$ cat src/rtl/qr_pkg.sv
// Shared types and widths for the QR finder-pattern front end.
package qr_pkg;

    typedef enum logic [1:0] {IDLE, ARM, SCAN, DRAIN} scan_state_t;

    localparam int RUN_W   = 9;
    localparam int ARITH_W = 14;

    localparam logic [RUN_W-1:0] RUN_MAX = '1;

    // Unsigned absolute difference in the comparator width.
    function automatic logic [ARITH_W-1:0] absdiff(input logic [ARITH_W-1:0] a,
                                                   input logic [ARITH_W-1:0] b);
        return (a >= b) ? (a - b) : (b - a);
    endfunction

endpackage

$ cat src/rtl/finder_ratio_check.sv
// Stage-2 comparator: checks five run lengths against the 1:1:3:1:1 finder ratio.
// The match flag is registered, so it appears one cycle after valid_i.
module finder_ratio_check
    import qr_pkg::*;
#(
    parameter int MIN_MODULE = 2,
    parameter int TOL_SHIFT  = 1
) (
    input  logic                      clk_i,
    input  logic                      rst_ni,
    input  logic                      valid_i,
    input  logic [4:0][RUN_W-1:0]     runs_i,
    input  logic [ARITH_W-1:0]        total_i,
    output logic                      match_o
);

    logic [ARITH_W-1:0] tol;
    logic [ARITH_W-1:0] prod;
    logic [ARITH_W-1:0] ref_v;
    logic               ok;

    // Outer runs must sit near T/7 and the centre near 3T/7, within T >> TOL_SHIFT.
    always_comb begin
        tol   = total_i >> TOL_SHIFT;
        ok    = valid_i && (total_i >= ARITH_W'(7 * MIN_MODULE));
        prod  = '0;
        ref_v = '0;
        for (int i = 0; i < 5; i++) begin
            prod  = ARITH_W'(runs_i[i]) * ARITH_W'(7);
            ref_v = (i == 2) ? total_i * ARITH_W'(3) : total_i;
            if (absdiff(prod, ref_v) > tol) ok = 1'b0;
        end
    end

    // Register the verdict.
    always_ff @(posedge clk_i or negedge rst_ni) begin
        if (!rst_ni) match_o <= 1'b0;
        else         match_o <= ok;
    end

endmodule

$ cat src/rtl/finder_scan.sv
// Raster-order finder-pattern scanner. Run-length encodes each row and marks
// 1:1:3:1:1 centre runs in horz_patterns and matching rows in vert_patterns.
// Optional macro FINDER_MATCH_COUNT_EN adds a saturating match_count output.
module finder_scan
    import qr_pkg::*;
#(
    parameter int WIDTH      = 480,
    parameter int HEIGHT     = 480,
    parameter int MIN_MODULE = 2,
    parameter int TOL_SHIFT  = 1
) (
    input  logic              clk_in,
    input  logic              rst_in,
    input  logic              start_scan,
    input  logic              pixel_in,
    input  logic [RUN_W-1:0]  hcount_in,
    input  logic [RUN_W-1:0]  vcount_in,
    input  logic              valid_in,
    output logic [WIDTH-1:0]  horz_patterns,
    output logic [HEIGHT-1:0] vert_patterns,
    output logic              start_bound,
`ifdef FINDER_MATCH_COUNT_EN
    output logic [15:0]       match_count,
`endif
    output logic              busy
);

    scan_state_t state_q, state_d;
    logic        drain_q, drain_d, busy_q, busy_d, sb_q, sb_d, clr_masks;
    logic        in_rng, last_col, pix_acc, last_pix;

    // Run history: h_*[0] oldest .. h_*[3] newest completed run; cur_* is the open run.
    logic                  cur_col_q, cur_col_d;
    logic [RUN_W-1:0]      cur_len_q, cur_len_d, cur_st_q, cur_st_d;
    logic [3:0][RUN_W-1:0] h_len_q, h_len_d, h_st_q, h_st_d;
    logic [2:0]            h_cnt_q, h_cnt_d;

    logic                  cand;
    logic [4:0][RUN_W-1:0] cand_runs;
    logic [RUN_W-1:0]      cand_cs, cand_clen;
    logic [ARITH_W-1:0]    cand_t;

    logic                  s1_vld_q;
    logic [4:0][RUN_W-1:0] s1_runs_q;
    logic [ARITH_W-1:0]    s1_t_q;
    logic [RUN_W-1:0]      s1_cs_q, s1_clen_q, s1_y_q, s2_cs_q, s2_clen_q, s2_y_q;
    logic                  match;

    logic [WIDTH-1:0]      horz_q, horz_d;
    logic [HEIGHT-1:0]     vert_q, vert_d;
    logic [ARITH_W-1:0]    c_end;

    assign in_rng   = (32'(hcount_in) < WIDTH) && (32'(vcount_in) < HEIGHT);
    assign last_col = (32'(hcount_in) == WIDTH - 1);
    assign pix_acc  = valid_in && in_rng &&
                      ((state_q == SCAN) ||
                       (state_q == ARM && hcount_in == '0 && vcount_in == '0));
    assign last_pix = pix_acc && last_col && (32'(vcount_in) == HEIGHT - 1);

    // Scan sequencing: arm, scan to the last pixel, drain the 2-stage compare pipe.
    always_comb begin
        state_d   = state_q;
        drain_d   = drain_q;
        busy_d    = busy_q;
        sb_d      = 1'b0;
        clr_masks = 1'b0;
        case (state_q)
            IDLE: if (start_scan) begin
                clr_masks = 1'b1;
                busy_d    = 1'b1;
                state_d   = ARM;
            end
            ARM:  if (pix_acc) state_d = SCAN;
            SCAN: if (last_pix) begin
                state_d = DRAIN;
                drain_d = 1'b0;
            end
            DRAIN: begin
                drain_d = 1'b1;
                if (drain_q) begin
                    sb_d    = 1'b1;
                    busy_d  = 1'b0;
                    state_d = IDLE;
                end
            end
            default: state_d = IDLE;
        endcase
    end

    // Run tracking and candidate detection; a dark run ending after 4 runs in the row is a candidate.
    always_comb begin
        cur_col_d = cur_col_q;
        cur_len_d = cur_len_q;
        cur_st_d  = cur_st_q;
        h_len_d   = h_len_q;
        h_st_d    = h_st_q;
        h_cnt_d   = h_cnt_q;
        cand      = 1'b0;
        cand_runs = {cur_len_q, h_len_q};
        cand_cs   = h_st_q[2];
        cand_clen = h_len_q[2];
        if (pix_acc) begin
            if (hcount_in == '0) begin
                cur_col_d = pixel_in;
                cur_len_d = RUN_W'(1);
                cur_st_d  = '0;
                h_len_d   = '0;
                h_st_d    = '0;
                h_cnt_d   = '0;
            end else if (pixel_in == cur_col_q) begin
                cur_len_d = (cur_len_q == RUN_MAX) ? RUN_MAX : cur_len_q + RUN_W'(1);
            end else begin
                cand      = cur_col_q && (h_cnt_q == 3'd4);
                h_len_d   = {cur_len_q, h_len_q[3:1]};
                h_st_d    = {cur_st_q, h_st_q[3:1]};
                h_cnt_d   = (h_cnt_q == 3'd4) ? 3'd4 : h_cnt_q + 3'd1;
                cur_col_d = pixel_in;
                cur_len_d = RUN_W'(1);
                cur_st_d  = hcount_in;
            end
            // A dark run reaching the row end terminates with this pixel included.
            if (last_col && pixel_in && h_cnt_d == 3'd4) begin
                cand      = 1'b1;
                cand_runs = {cur_len_d, h_len_d};
                cand_cs   = h_st_d[2];
                cand_clen = h_len_d[2];
            end
        end
        cand_t = '0;
        for (int i = 0; i < 5; i++) cand_t = cand_t + ARITH_W'(cand_runs[i]);
    end

    // Mask accumulation: OR the matched centre span and row; cleared on arm.
    always_comb begin
        horz_d = horz_q;
        vert_d = vert_q;
        c_end  = ARITH_W'(s2_cs_q) + ARITH_W'(s2_clen_q);
        if (clr_masks) begin
            horz_d = '0;
            vert_d = '0;
        end else if (match) begin
            for (int i = 0; i < WIDTH; i++)
                if (ARITH_W'(i) >= ARITH_W'(s2_cs_q) && ARITH_W'(i) < c_end) horz_d[i] = 1'b1;
            vert_d[s2_y_q] = 1'b1;
        end
    end

    // Control, run-history and mask state.
    always_ff @(posedge clk_in or negedge rst_in) begin
        if (!rst_in) begin
            state_q   <= IDLE;
            drain_q   <= 1'b0;
            busy_q    <= 1'b0;
            sb_q      <= 1'b0;
            cur_col_q <= 1'b0;
            cur_len_q <= '0;
            cur_st_q  <= '0;
            h_len_q   <= '0;
            h_st_q    <= '0;
            h_cnt_q   <= '0;
            horz_q    <= '0;
            vert_q    <= '0;
        end else begin
            state_q   <= state_d;
            drain_q   <= drain_d;
            busy_q    <= busy_d;
            sb_q      <= sb_d;
            cur_col_q <= cur_col_d;
            cur_len_q <= cur_len_d;
            cur_st_q  <= cur_st_d;
            h_len_q   <= h_len_d;
            h_st_q    <= h_st_d;
            h_cnt_q   <= h_cnt_d;
            horz_q    <= horz_d;
            vert_q    <= vert_d;
        end
    end

    // Stage 1 captures the candidate; its span and row ride alongside the stage-2 compare.
    always_ff @(posedge clk_in or negedge rst_in) begin
        if (!rst_in) begin
            s1_vld_q  <= 1'b0;
            s1_runs_q <= '0;
            s1_t_q    <= '0;
            s1_cs_q   <= '0;
            s1_clen_q <= '0;
            s1_y_q    <= '0;
            s2_cs_q   <= '0;
            s2_clen_q <= '0;
            s2_y_q    <= '0;
        end else begin
            s1_vld_q <= cand;
            if (cand) begin
                s1_runs_q <= cand_runs;
                s1_t_q    <= cand_t;
                s1_cs_q   <= cand_cs;
                s1_clen_q <= cand_clen;
                s1_y_q    <= vcount_in;
            end
            if (s1_vld_q) begin
                s2_cs_q   <= s1_cs_q;
                s2_clen_q <= s1_clen_q;
                s2_y_q    <= s1_y_q;
            end
        end
    end

    finder_ratio_check #(
        .MIN_MODULE (MIN_MODULE),
        .TOL_SHIFT  (TOL_SHIFT)
    ) u_ratio (
        .clk_i   (clk_in),
        .rst_ni  (rst_in),
        .valid_i (s1_vld_q),
        .runs_i  (s1_runs_q),
        .total_i (s1_t_q),
        .match_o (match)
    );

`ifdef FINDER_MATCH_COUNT_EN
    logic [15:0] mcnt_q;

    // Per-frame count of stage-2 matches, saturating.
    always_ff @(posedge clk_in or negedge rst_in) begin
        if (!rst_in)                         mcnt_q <= '0;
        else if (clr_masks)                  mcnt_q <= '0;
        else if (match && mcnt_q != 16'hFFFF) mcnt_q <= mcnt_q + 16'd1;
    end

    assign match_count = mcnt_q;
`endif

    assign horz_patterns = horz_q;
    assign vert_patterns = vert_q;
    assign start_bound   = sb_q;
    assign busy          = busy_q;

endmodule
$ cat config.mk
export PLATFORM = sky130hd
export DESIGN_NAME = finder_scan
export DESIGN_NICKNAME = d
export VERILOG_FILES = /design/src/rtl/qr_pkg.sv /design/src/rtl/finder_ratio_check.sv /design/src/rtl/finder_scan.sv
export SDC_FILE = /design/constraint.sdc
export NUM_CORES = 2
export LEC_CHECK = 0
export BUFFER_PORTS_ARGS = -buffer_cell sky130_fd_sc_hd__buf_2
export CORE_AREA = 3 3 385 387
export DETAILED_ROUTE_END_ITERATION = 6
export DIE_AREA = 0 0 388 390
export MAX_ROUTING_LAYER = met4
export PLACE_DENSITY = 0.66
export SETUP_SLACK_MARGIN = 0.05
export SLEW_MARGIN = 15
export SYNTH_ARGS = -nofsm -noshare
export SYNTH_HDL_FRONTEND = slang
export SYNTH_HIERARCHICAL = 1
export SYNTH_SLANG_ARGS = --single-unit
$ cat constraint.sdc
create_clock -name clk_in -period 7.2 [get_ports clk_in]
set_input_delay 0.36 -clock clk_in [delete_from_list [all_inputs] [get_ports clk_in]]
set_output_delay 0.36 -clock clk_in [all_outputs]
set_load 0.02 [all_outputs]
==> results.json <==
{
  "status": "finished with violations",
  "violations": "DRC",
  "ant_nets": 0,
  "clk_pin_slew_ns": 0.06,
  "die_x_um": 388,
  "htreeDepth": 4,
  "fin_skew_ns": 0.0540,
  "regArea_um2": 28700,
  "synth_cell_types": 108,
  "cts.sinks": 1145,
  "fin_tns_setup_ns": 0,
  "synthMuxAreaShare_pct": 2.79,
  "ys_ff_latch": 1145,
  "synth-xor-area-share_pct": 1.53,
  "p_comb_share_pct": 34.4,
  "power_frac_seq_pct": 32.1,
  "drv_cap": 0,
  "dieHeight_um": 390,
  "slew_viol_final": 0,
  "critPathMaxFanout": 5,
  "grt-ovfl-total": 0,
  "stdcell_area_um2": 76100,
  "crit_path_start_kind": "register",
  "port_buffers": 984,
  "cts_buffer_depth": 3,
  "viasPerCell": 6.63,
  "synthFlopType": "dfrtp_1",
  "rsz0062_at_grt": "false",
  "netlist_top_cells_area": "dfrtp_1 (46%), a21oi_1 (7.0%), ha_1 (5.8%), nor2_1 (5.4%), o21ai_0 (3.6%)",
  "worstSetupPathType": "register to register",
  "endpoint_kind": "register",
  "antenna_found_initial": 44,
  "ys_async_sr_fraction_pct": 100,
  "synth_edf_count": 0,
  "synth.top_cells.by_count": "dfrtp_1 (1145), nor2_1 (904), a21oi_1 (878), nand2_1 (517), o21ai_0 (455)",
  "cts_inserted_buffers": 132,
  "die_area_um2": 151000,
  "sw_frac_of_total_pct": 36.0,
  "fill_cells": 13500,
  "tightest_slew_ns": 1.42,
  "dr.first_iter.drc_count": 9094,
  "final_util_pct": 52.4,
  "crit_slowest_cell": "fa_1",
  "vias": 64500,
  "hold_path_class": "input pin to register",
  "period_share_pct": 93.9,
  "initial_core_util_pct": 43.0,
  "drcViolationCount": 50,
  "finalCriticalPeriod_ns": 6.76,
  "cts_root_buf": "clkbuf_16",
  "insertion_delay_ns": 0.82,
  "grt_pass1_wl_um": 513000,
  "gp_routability_congestion": 1.09,
  "dp_hpwl_um": 278000,
  "drive_gt1_share_pct": 24.3,
  "ys.warnings.count": 6,
  "synth_fa_ha_area_share_pct": 8.50,
  "slowest_delay_ns": 0.57,
  "required_ns": 7.90,
  "routed_wl_um": 377000,
  "setup_viol": 0,
  "synth_top_family_by_area": "compound AO/OA/AOI/OAI gates",
  "synth_simple_gate_area_share_pct": 12.9,
  "arrival_ns": 7.46,
  "synth_top_area_share_pct": 45.9,
  "leakage_nw": 38.9,
  "cp_common_cell": "a21oi_1",
  "final_net_count": 8059,
  "clockPowerShare_pct": 33.5,
  "synth.avg_cell_area_um2": 9.38,
  "relSlewSlack_pct": 4.31,
  "hold_viol_final": 0,
  "p_int_mw": 13.5,
  "ios": 985,
  "fmax_mhz": 148,
  "synth_compound_area_share_pct": 23.8,
  "cts_tree": "done",
  "netlist_area_um2": 62400,
  "vdd_drop_max_mv": 0.276,
  "grt_pass1_vias": 60900,
  "dpl_cell_area_um2": 71000,
  "yosysMostFrequentCell": "dfrtp_1",
  "std_cell_rows": 140,
  "fp.coreArea_um2": 145000,
  "p_switching_mw": 7.59,
  "synth_area_leader_cell": "dfrtp_1",
  "wl_per_cell_um": 38.8,
  "drt-pass1-iter-count": 7,
  "track_usage_pct": 50.1,
  "grt_max_degree": 170,
  "synth-seq-area-share_pct": 45.9,
  "syn_inst": 6657,
  "multi_input_area_um2": 31600,
  "area_growth_pct": 21.8,
  "power_density_nw_per_um2": 277
}
[flip-flops by register name (all words and copies together), names as in the netlist, 2 cells and up]
signal,count
cur_len_q,9
s1_runs_q,45
state_q,2
h_len_q,36
vert_patterns,480
s2_y_q,9
s1_y_q,9
cur_st_q,9
s1_t_q,12
h_cnt_q,3
s2_clen_q,9
s1_cs_q,9
h_st_q,18
s2_cs_q,9
horz_patterns,480
[area by class of cell]
class                      instances  share of cell area, %
multi-input combinational       4805                   41.6
sequential                      1145                   37.7
timing repair buffer            1342                   10.3
clock buffer                     184                   4.97
tap                             1917                   3.15
inverter                         236                   1.17
clock inverter                    48                  0.961
antenna                           53                  0.174
[worst max-delay path, delay by kind of cell (launching register included)]
family / cells / cell delay, ns
mux: 1 / 0.39
compound gates: 15 / 2.48
simple gates: 6 / 1.27
fa+ha+maj: 5 / 1.71
xor+xnor: 2 / 0.28
buf+inv: 2 / 0.13
flops: 1 / 0.45
[layer usage]
layer	track usage, %	up-vias	share of wire, %	routed length (um)
met5	-	-	0	0
li1	-	25800	-	-
met3	19.6	1612	13	47300
met1	57.2	32200	36	135000
met2	70.3	4894	42	157000
met4	38.8	0	10	37900
[final timing paths]
path | start | end | slack (ns) | cells past startpoint
setup / recovery | s1_runs_q[9]$_DFFE_PN0P_ | u_ratio/match_o$_DFF_PN0_ | 0.44 | 31
hold / removal | start_scan | busy$_DFFE_PN0P_ | 0.06 | 4
setup reg to reg | s1_runs_q[9]$_DFFE_PN0P_ | u_ratio/match_o$_DFF_PN0_ | 0.44 | 31
hold reg to reg | s1_y_q[6]$_DFFE_PN0P_ | s1_y_q[6]$_DFFE_PN0P_ | 0.48 | 2
max in group asynchronous | rst_in | cur_len_q[8]$_DFFE_PN0N_ | 5.13 | 4
min in group asynchronous | rst_in | horz_patterns[128]$_DFFE_PN0P_ | 0.16 | 2
[repair_timing]
item                       4_1_cts  5_1_grt
hold buffers                    20        0
setup endpoints to repair        0        1
hold endpoints to repair        90        0
gates resized for setup          0       24
setup buffers                    0        4
[through the flow]
stage	hold slack, ns	total power, mW	setup WS, ns	std cells
finish	0.0594	21.1	0.441	9730
global route	0.0624	22.1	0.0599	9715
global placement	0.406	13.9	0.254	9418
detailed placement	0.410	13.8	0.155	9418
CTS	0.0109	20.9	0.139	9670
floorplan	0.0644	11.6	0.707	6662
[power groups by stage]
stage | Sequential, mW | Clock [mW] | Combinational [mW]
3_5_place_dp | 6.88 | 0 | 6.96
5_1_grt | 6.78 | 7.35 | 7.94
4_1_cts | 6.76 | 7.11 | 7.01
3_3_place_gp | 6.87 | 0 | 6.99
2_1_floorplan | 6.86 | 0 | 4.73
6_report | 6.77 | 7.08 | 7.26
[cells in the final DEF (no fill, tap or decap), types with 112 or more instances in the layout]
cell,instances
a32o_1,178
nand2_1,514
inv_1,235
a21oi_1,873
a22o_1,190
o21ai_0,450
buf_2,983
clkbuf_16,133
ha_1,290
mux2_2,112
buf_4,322
nor2_1,841
dfrtp_1,1138
[kinds of logic (layout without fill, tap and decap cells)]
| logic type | Yosys count | in the layout |
|---|---|---|
| AOI/OAI and AO/OA | 2308 | 2308 |
| and+or+nand+nor | 1851 | 1851 |
| DFF | 1145 | 1145 |
| buffers and inverters | 712 | 1810 |
| adders and majority gates | 374 | 374 |
| muxes | 157 | 157 |
| xor gates and xnor gates | 109 | 109 |
| other | 1 | 59 |
Power figures use the tool's default switching activity.
